`config.mk`:
```
export PLATFORM = sky130hd
export DESIGN_NAME = mm_job_sched
export DESIGN_NICKNAME = d
export VERILOG_FILES = /design/src/rtl/mm_job_sched_pkg.sv /design/src/rtl/mm_job_sched_cmd_fifo.sv /design/src/rtl/mm_job_sched.sv
export SDC_FILE = /design/constraint.sdc
export NUM_CORES = 1
export LEC_CHECK = 0
export BUFFER_PORTS_ARGS = -buffer_cell sky130_fd_sc_hd__buf_2
export CORE_MARGIN = 5
export CORE_UTILIZATION = 40
export DETAILED_ROUTE_END_ITERATION = 10
export PLACE_DENSITY = 0.62
export SLEW_MARGIN = 10
export SYNTH_ARGS = -nofsm -noshare
export SYNTH_HDL_FRONTEND = slang
export SYNTH_SLANG_ARGS = --single-unit
```
`constraint.sdc`:
```
create_clock -name i_clk -period 7.6 [get_ports i_clk]
set_clock_uncertainty 0.15 [all_clocks]
set_input_delay 1.52 -clock i_clk [delete_from_list [all_inputs] [get_ports i_clk]]
set_output_delay 1.52 -clock i_clk [all_outputs]
set_load 0.005 [all_outputs]
```
`src/rtl/mm_job_sched_pkg.sv`:
```
// rtl/mm_job_sched_pkg.sv - shared encodings and constants for the matmul job scheduler
package mm_job_sched_pkg;

    localparam logic [1:0] MODE_INT8     = 2'd0;
    localparam logic [1:0] MODE_INT4     = 2'd1;
    localparam logic [1:0] MODE_INT4_VSQ = 2'd2;

    localparam int MM_N_TILES = 1024;
    localparam int MM_ADDR_W  = 16;
    localparam int TILE_CNT_W = 11;

    typedef enum logic [1:0] {
        ST_IDLE   = 2'd0,
        ST_ISSUE  = 2'd1,
        ST_RUN    = 2'd2,
        ST_REPORT = 2'd3
    } state_e;

    // Tile counter sticks at all-ones so an overrun can never alias back to a clean count.
    function automatic logic [TILE_CNT_W-1:0] sat_inc_tile(input logic [TILE_CNT_W-1:0] v);
        return (&v) ? v : v + 1'b1;
    endfunction

endpackage

```
`src/rtl/mm_job_sched_cmd_fifo.sv`:
```
// rtl/mm_job_sched_cmd_fifo.sv - synchronous command FIFO with flush, full/empty flags
module mm_job_sched_cmd_fifo #(
    parameter int DEPTH = 4,
    parameter int WIDTH = 8
) (
    input  logic             i_clk,
    input  logic             i_rst_n,
    input  logic             i_push,
    input  logic [WIDTH-1:0] i_data,
    input  logic             i_pop,
    input  logic             i_flush,
    output logic [WIDTH-1:0] o_data,
    output logic             o_full,
    output logic             o_empty
);

    localparam int PTR_W = $clog2(DEPTH);
    localparam logic [PTR_W:0] FULL_CNT = (PTR_W+1)'(DEPTH);

    logic [WIDTH-1:0] mem_q [DEPTH];
    logic [PTR_W-1:0] wr_ptr_q;
    logic [PTR_W-1:0] rd_ptr_q;
    logic [PTR_W:0]   count_q;
    logic             do_push;
    logic             do_pop;

    assign o_full  = (count_q == FULL_CNT);
    assign o_empty = (count_q == '0);
    assign o_data  = mem_q[rd_ptr_q];

    // Flush beats a same-cycle push or pop.
    assign do_push = i_push & ~o_full & ~i_flush;
    assign do_pop  = i_pop & ~o_empty & ~i_flush;

    always_ff @(posedge i_clk or negedge i_rst_n) begin
        if (!i_rst_n) begin
            wr_ptr_q <= '0;
            rd_ptr_q <= '0;
            count_q  <= '0;
        end else if (i_flush) begin
            wr_ptr_q <= '0;
            rd_ptr_q <= '0;
            count_q  <= '0;
        end else begin
            if (do_push) wr_ptr_q <= wr_ptr_q + 1'b1;
            if (do_pop)  rd_ptr_q <= rd_ptr_q + 1'b1;
            count_q <= count_q + {{PTR_W{1'b0}}, do_push} - {{PTR_W{1'b0}}, do_pop};
        end
    end

    always_ff @(posedge i_clk) begin
        if (do_push) mem_q[wr_ptr_q] <= i_data;
    end

endmodule

```
`src/rtl/mm_job_sched.sv`:
```
// rtl/mm_job_sched.sv - queues matmul jobs, issues them one at a time, relocates addresses, reports completion
// Optional: MM_JOB_PERF_EN adds o_done_cycles (ISSUE..mtrx_done cycle count).
module mm_job_sched
    import mm_job_sched_pkg::*;
#(
    parameter int DEPTH   = 4,
    parameter int ID_W    = 4,
    parameter int ADDR_W  = MM_ADDR_W,
    parameter int N_TILES = MM_N_TILES
) (
    input  logic              i_clk,
    input  logic              i_rst_n,
    input  logic              i_cmd_valid,
    output logic              o_cmd_ready,
    input  logic [1:0]        i_cmd_mode,
    input  logic [ADDR_W-1:0] i_cmd_a_base,
    input  logic [ADDR_W-1:0] i_cmd_b_base,
    input  logic [ID_W-1:0]   i_cmd_id,
    input  logic              i_flush,
    output logic              o_mm_start,
    output logic [1:0]        o_mm_mode,
    input  logic [ADDR_W-1:0] i_mm_a_addr,
    input  logic [ADDR_W-1:0] i_mm_b_addr,
    output logic [ADDR_W-1:0] o_a_addr,
    output logic [ADDR_W-1:0] o_b_addr,
    input  logic              i_mm_tile_done,
    input  logic              i_mm_mtrx_done,
    output logic              o_done_valid,
    input  logic              i_done_ready,
    output logic [ID_W-1:0]   o_done_id,
    output logic              o_done_err,
    output logic              o_busy
`ifdef MM_JOB_PERF_EN
    ,
    output logic [31:0]       o_done_cycles
`endif
);

    localparam int CMD_W = 2 + 2*ADDR_W + ID_W;

    state_e                state_q, state_d;
    logic [1:0]            mode_q;
    logic [ADDR_W-1:0]     a_base_q, b_base_q;
    logic [ID_W-1:0]       id_q;
    logic [TILE_CNT_W-1:0] tiles_q, tiles_d;
    logic                  err_q;
    logic                  fifo_full, fifo_empty, fifo_pop;
    logic [CMD_W-1:0]      fifo_wdata, fifo_rdata;

    assign fifo_wdata = {i_cmd_mode, i_cmd_a_base, i_cmd_b_base, i_cmd_id};

    mm_job_sched_cmd_fifo #(
        .DEPTH (DEPTH),
        .WIDTH (CMD_W)
    ) u_cmd_fifo (
        .i_clk   (i_clk),
        .i_rst_n (i_rst_n),
        .i_push  (i_cmd_valid),
        .i_data  (fifo_wdata),
        .i_pop   (fifo_pop),
        .i_flush (i_flush),
        .o_data  (fifo_rdata),
        .o_full  (fifo_full),
        .o_empty (fifo_empty)
    );

    always_ff @(posedge i_clk or negedge i_rst_n) begin
        if (!i_rst_n) state_q <= ST_IDLE;
        else          state_q <= state_d;
    end

    // A flush in the same cycle as a pending launch drops that command instead of starting it.
    always_comb begin
        state_d = state_q;
        case (state_q)
            ST_IDLE:   if (!fifo_empty && !i_flush) state_d = ST_ISSUE;
            ST_ISSUE:  state_d = ST_RUN;
            ST_RUN:    if (i_mm_mtrx_done) state_d = ST_REPORT;
            ST_REPORT: if (i_done_ready) state_d = ST_IDLE;
            default:   state_d = ST_IDLE;
        endcase
    end

    always_comb begin
        o_mm_start   = (state_q == ST_ISSUE);
        o_done_valid = (state_q == ST_REPORT);
        fifo_pop     = (state_q == ST_IDLE) && (state_d == ST_ISSUE);
    end

    always_comb begin
        tiles_d = tiles_q;
        if (fifo_pop)
            tiles_d = '0;
        else if (state_q == ST_RUN && i_mm_tile_done)
            tiles_d = sat_inc_tile(tiles_q);
    end

    always_ff @(posedge i_clk or negedge i_rst_n) begin
        if (!i_rst_n) begin
            mode_q   <= '0;
            a_base_q <= '0;
            b_base_q <= '0;
            id_q     <= '0;
            tiles_q  <= '0;
            err_q    <= 1'b0;
        end else begin
            tiles_q <= tiles_d;
            if (fifo_pop) {mode_q, a_base_q, b_base_q, id_q} <= fifo_rdata;
            if (state_q == ST_RUN && i_mm_mtrx_done)
                err_q <= (tiles_d != TILE_CNT_W'(N_TILES));
        end
    end

`ifdef MM_JOB_PERF_EN
    logic [31:0] cycles_q;

    always_ff @(posedge i_clk or negedge i_rst_n) begin
        if (!i_rst_n)
            cycles_q <= '0;
        else if (fifo_pop)
            cycles_q <= '0;
        else if ((state_q == ST_ISSUE || state_q == ST_RUN) && !(&cycles_q))
            cycles_q <= cycles_q + 1'b1;
    end

    assign o_done_cycles = o_done_valid ? cycles_q : '0;
`endif

    assign o_cmd_ready = ~fifo_full;
    assign o_mm_mode   = mode_q;
    assign o_done_id   = id_q;
    assign o_done_err  = err_q;
    assign o_busy      = (state_q != ST_IDLE) || !fifo_empty;
    assign o_a_addr    = i_mm_a_addr + a_base_q;
    assign o_b_addr    = i_mm_b_addr + b_base_q;

endmodule

```
; Word-level counts from Yosys, hierarchy flattened
; Memory sizes are Yosys's and may differ from the RTL's. A register that Yosys moved wholly into a read port is not among the register bits.
; Cells that the tools add are included.
[totals]
regBits = 21
ramBits = 152
in_bits = 77
output_inout_bits = 43
n_memories = 1
[memory_table]
columns = name, words, width, rd, rd_ports_with_merged_regs, write_ports, line_no
row1 = u_cmd_fifo.mem_q, 4, 38, 1, 1, 1, mm_job_sched_cmd_fifo.sv:20  ; logic [WIDTH-1:0] mem_q [DEPTH];
[op_classes]
n_addsub = 7
n_eq_ne = 6
muxes = 14
bitwise_logic = 7
reduce_logical = 14
[ops]
columns = cell, n
row1 = $mux 11, 3
row2 = $add 16x16->16, 2
row3 = $mux 2, 7
row4 = $add 11x1->11 const B, 1
row5 = $ne 11x11->1 const B, 1
row6 = $reduce_and 11->1, 1
row7 = $pmux 2 s4, 1
row8 = $reduce_bool 2->1, 3
row9 = $add 2x1->2 const B, 2
row10 = $and 1x1->1, 4
row11 = $eq 2x1->1 const B, 2
row12 = $eq 2x2->1 const B, 2
row13 = $logic_and 1x1->1, 4
row14 = $add 3x1->3, 1
row15 = $eq 3x3->1 const B, 1
row16 = $logic_not 1->1, 3
row17 = $logic_not 3->1, 1
row18 = $mux 3, 1
row19 = $not 1->1, 3
row20 = $sub 3x1->3, 1
row21 = $logic_not 2->1, 1
row22 = $mux 1, 2
row23 = $logic_or 1x1->1, 1

; Longest topological paths before layout
[depth]
ltp_word = 11
ltp_mapped = 11
mapped_depth_nobuf = 10

; Hierarchy
; A second synthesis with hierarchy kept.
[unflattened]
hier_cells = 690
area_unflattened_um2 = 9700.6
[modules_own_cells]
columns = mod, instances, cells_each, area_per_inst_um2, seq_area_each_um2
row1 = mm_job_sched_cmd_fifo, 1, 246, 6002.0, 4739.5
row2 = mm_job_sched, 1, 444, 3698.5, 1301.2

; Worst setup path after synthesis
; Ideal clock, no wire load.
[synth_timing]
path_type = input port to output port
startpoint = input i_mm_b_addr[1]
endpoint = output o_b_addr[9]
arrival_ns = 3.227
path_slack_ns = 2.703
cell_stages = 8
path_buffers = 0
cell_sequence = ha_1 -> a21oi_1 -> o21ai_0 -> o21a_1 -> or4_1 -> a31o_2 -> a21oi_1 -> xnor2_1
[synth_between]
elab_chain_len = 1
[synth_lines]
columns = element, line_no
row1 = "start, declared", mm_job_sched.sv:23  ; input logic [ADDR_W-1:0] i_mm_b_addr,
row2 = $add 16x16->16, mm_job_sched.sv:135  ; assign o_b_addr = i_mm_b_addr + b_base_q;
row3 = "end, declared", mm_job_sched.sv:25  ; output logic [ADDR_W-1:0] o_b_addr,
; Every way passes these cells.

; Final worst setup path
[layout_timing]
startpoint = input i_mm_a_addr[0]
endpoint = output o_a_addr[14]
[layout_between]
elab_chain_len = 1
[layout_lines]
columns = element, line_no
row1 = "start, declared", mm_job_sched.sv:22  ; input logic [ADDR_W-1:0] i_mm_a_addr,
row2 = $add 16x16->16, mm_job_sched.sv:134  ; assign o_a_addr = i_mm_a_addr + a_base_q;
row3 = "end, declared", mm_job_sched.sv:24  ; output logic [ADDR_W-1:0] o_a_addr,
; Every way passes these cells.

==> impl_metrics.py <==
metrics = {
    "synthesis": {
        "synthAdderAreaFrac_pct": 5.55,
        "synth_top_area_share_pct": 48.4,
        "ys.flop_type": "edfxtp_1",
        "yosys_warnings": 0,
        "synth_top_family_by_area": "simple AND/OR/NAND/NOR gates",
        "syn_inst": 675,
        "muxShareOfSynthArea_pct": 9.50,
        "synth_top_area_cell": "edfxtp_1",
        "yosys.area_share.simple_pct": 10.7,
        "syn_area_per_cell_um2": 14.0,
        "synth_xor_area_share_pct": 2.69,
        "ys_ff_latch": 211,
        "synth_common_cells": "152 x edfxtp_1, 136 x nand2_1, 59 x dfrtp_1",
        "seq_area_frac_synth_pct": 64.0,
        "syn_nets": 792,
        "synth_edf_count": 152,
        "synth_area_mm2": 0.00943,
        "synth_compound_area_share_pct": 5.61,
        "synthTopCellsByArea": "edfxtp_1 48%, dfrtp_1 16%, mux4_2 9.1%, nand2_1 5.4%, ha_1 4.9%",
        "synth_most_common_cell": "edfxtp_1",
        "ys_async_sr_fraction_pct": 28.0,
        "synth_cell_types": 53,
    },
    "placed_design": {
        "hpwl_mm": 12.6,
        "routabilityCongestion": 0.827,
        "io_buffers": 119,
    },
    "power_and_ir_drop": {
        "p_seq_share_pct": 39.8,
        "p_int_uw": 2690,
        "netSwitchingPower_uw": 1160,
        "p_comb_share_pct": 30.4,
        "powerDensity_mw_per_mm2": 344,
        "cellLeakagePower_uw": 0.00449,
        "pwr-share-clk_pct": 29.8,
        "vdd_drop_max_mv": 0.205,
        "swShare_pct": 30.2,
    },
    "clocking": {
        "cts_sinks": 211,
        "postCtsSetupBuffers": 0,
        "clock_path_buffers": 3,
        "htreeDepth": 1,
        "cts_tree": "built",
        "path_clk_slew_ns": 0.06,
        "numCtsBuffers": 23,
        "cts_hold_buf": 0,
        "cts_resized": 0,
        "root_buffer": "clkbuf_16",
        "insertion_delay_ns": 0.50,
    },
    "critical_path": {
        "crit_slowest_cell": "o41ai_1",
        "r2r_start": "state_q[1]",
        "cp_common_cell": "buf_2",
        "required_ns": 5.93,
        "path_buf_inv": 3,
        "end_kind": "output port",
        "startpoint_type": "input port",
        "crit_family": "compound AO/OA/AOI/OAI gates",
        "crit_path_start": "i_mm_a_addr[0]",
        "critPathMaxStageDelay_ns": 0.50,
        "critPathKind": "input port to output port",
        "crit_chain": "buf_2 -> ha_1 -> inv_1 -> fa_1 -> nor2b_1 -> o31a_1 -> o21ai_1 -> a21oi_1 -> o41ai_1 -> mux2i_1 -> nand2_1 -> buf_2",
        "path_max_fanout": 3,
        "cp_data_arrival_time_ns": 3.73,
    },
    "hold_path": {
        "min_from": "o_mm_mode[0]",
        "hold_path_class": "register to register",
    },
    "route": {
        "drt-pass1-iter-count": 7,
        "routed_wl_mm": 19.7,
        "routedWlPerCell_um": 17.3,
        "vias_per_cell": 5.07,
        "drc": 0,
        "vias": 5784,
        "drtIter0Drc": 327,
        "ant_nets": 0,
    },
    "floorplanning": {
        "fp.dieH_um": 164,
        "dieArea_mm2": 0.0268,
        "die_w_um": 164,
        "core.rowCount": 56,
        "io_pins": 120,
        "core_mm2": 0.0233,
        "initial_core_util_pct": 40.4,
    },
    "sta": {
        "fin_setup_tns_ns": 0,
        "setup_violations": 0,
        "rsz0062_at_grt": "no",
        "fin_crit_sh_pct": 71.0,
        "finalHoldViolCount": 0,
        "drv_slew": 0,
        "min_period_ns": 5.40,
        "timing.fmax_mhz": 185,
        "hold_ws_ns": 0.324,
        "tightest_slew_ns": 1.05,
        "slew_headroom_pct": 29.7,
    },
    "final_layout": {
        "final_layout_size_suffix_gt1_share_pct": 25.8,
        "area_growth_pct": 18.5,
        "fill_cells": 2097,
        "n_antenna_cell": 0,
        "regArea_mm2": 0.00604,
        "final_nets": 922,
        "multi_input_area_mm2": 0.00322,
        "fin_util_pct": 47.9,
    },
    "run": {
        "max-cap-violations": 0,
    },
    "global_routing": {
        "grt_pass1_wl_mm": 31.4,
        "grt-ovfl-total": 0,
        "grt_pass1_vias": 5982,
        "grt_max_degree": 60,
        "grt_usage_pct": 14.8,
        "grt_antenna_before_repair": 1,
    },
    "outcome": {
        "outcome": "complete, no violations",
    },
}
==> registers in the layout (all words and copies together), names as in the netlist <==
register / flops
u_cmd_fifo.mem_q: 152
a_base_q: 16
b_base_q: 16
tiles_q: 11
o_done_id: 4
u_cmd_fifo.count_q: 3
o_mm_mode: 2
state_q: 2
u_cmd_fifo.rd_ptr_q: 2
u_cmd_fifo.wr_ptr_q: 2
o_done_err: 1
==> final cells by class <==
type                       instances  area share (%)
clock buffer                      31            5.60
clock inverter                    11            1.40
inverter                          20           0.672
multi-input combinational        422            28.8
sequential                       211            54.1
tap                              319            3.57
timing repair buffer             127            5.87
==> cell families (layout without fill, tap and decap cells) <==
family          after synthesis  in the layout
simple gates                230            230
flops                       211            211
compound gates               81             81
mux                          42             42
buf+inv                      42            189
fa+ha+maj                    40             40
xor+xnor                     29             29
==> power groups by stage <==
stage                     combinational (uW)  sequential (uW)  clock, uW
after floorplan                          799             1520          0
final                                   1170             1530       1150
after detailed placement                1180             1560          0
after global placement                  1160             1560          0
after global routing                    1320             1560       1230
after CTS                               1190             1540       1180
==> layout by cell type, fill, tap and decap left out, drive strengths merged, types with 5 or more instances in the layout <==
master / instances
mux4: 38
nor3: 6
buf: 127
ha: 37
dfrtp: 59
a21oi: 23
edfxtp: 152
clkbuf: 31
nand3: 11
o21a: 7
xnor2: 19
nor2b: 7
and2: 8
and3: 6
o21ai: 21
clkinv: 6
a21o: 5
inv: 21
nand2: 136
nor2: 37
xor2: 10
==> worst paths after layout <==
kind	endpoint	cells past startpoint	slack [ns]
setup / recovery	o_a_addr[14]	12	2.20
hold / removal	o_mm_mode[0]	2	0.32
setup reg to reg	u_cmd_fifo.count_q[2]	10	4.53
hold reg to reg	o_mm_mode[0]	2	0.32
max in group asynchronous	u_cmd_fifo.rd_ptr_q[0]	2	5.60
min in group asynchronous	a_base_q[0]	2	1.04
==> worst reg2reg max path: cells and delay by family (launching register included) <==
| kind | cells | cell delay, ns |
|---|---|---|
| fa+ha+maj | 3 | 0.87 |
| buf+inv | 4 | 0.69 |
| simple gates | 2 | 0.64 |
| flops | 1 | 0.44 |
| xor+xnor | 1 | 0.16 |
==> per-layer routing <==
layer,GRT usage [%],up-vias,routed length (um)
li1,-,2762,-
met1,19.6,2880,8590
met2,25.5,111,9890
met3,2.37,29,777
met4,4.00,2,451
met5,0,-,13
==> stage by stage <==
| stage | instances | setup slack (ns) | instance area [um2] | total power, uW |
|---|---|---|---|---|
| after floorplan | 675 | 2.70 | 9430 | 2320 |
| after global placement | 1099 | 2.27 | 10400 | 2720 |
| after detailed placement | 1099 | 2.24 | 10400 | 2740 |
| after CTS | 1141 | 2.22 | 11200 | 3900 |
| after global routing | 1141 | 2.01 | 11200 | 4100 |
| final | 1141 | 2.20 | 11200 | 3850 |
Note: power is estimated with default switching activity, not from simulation.
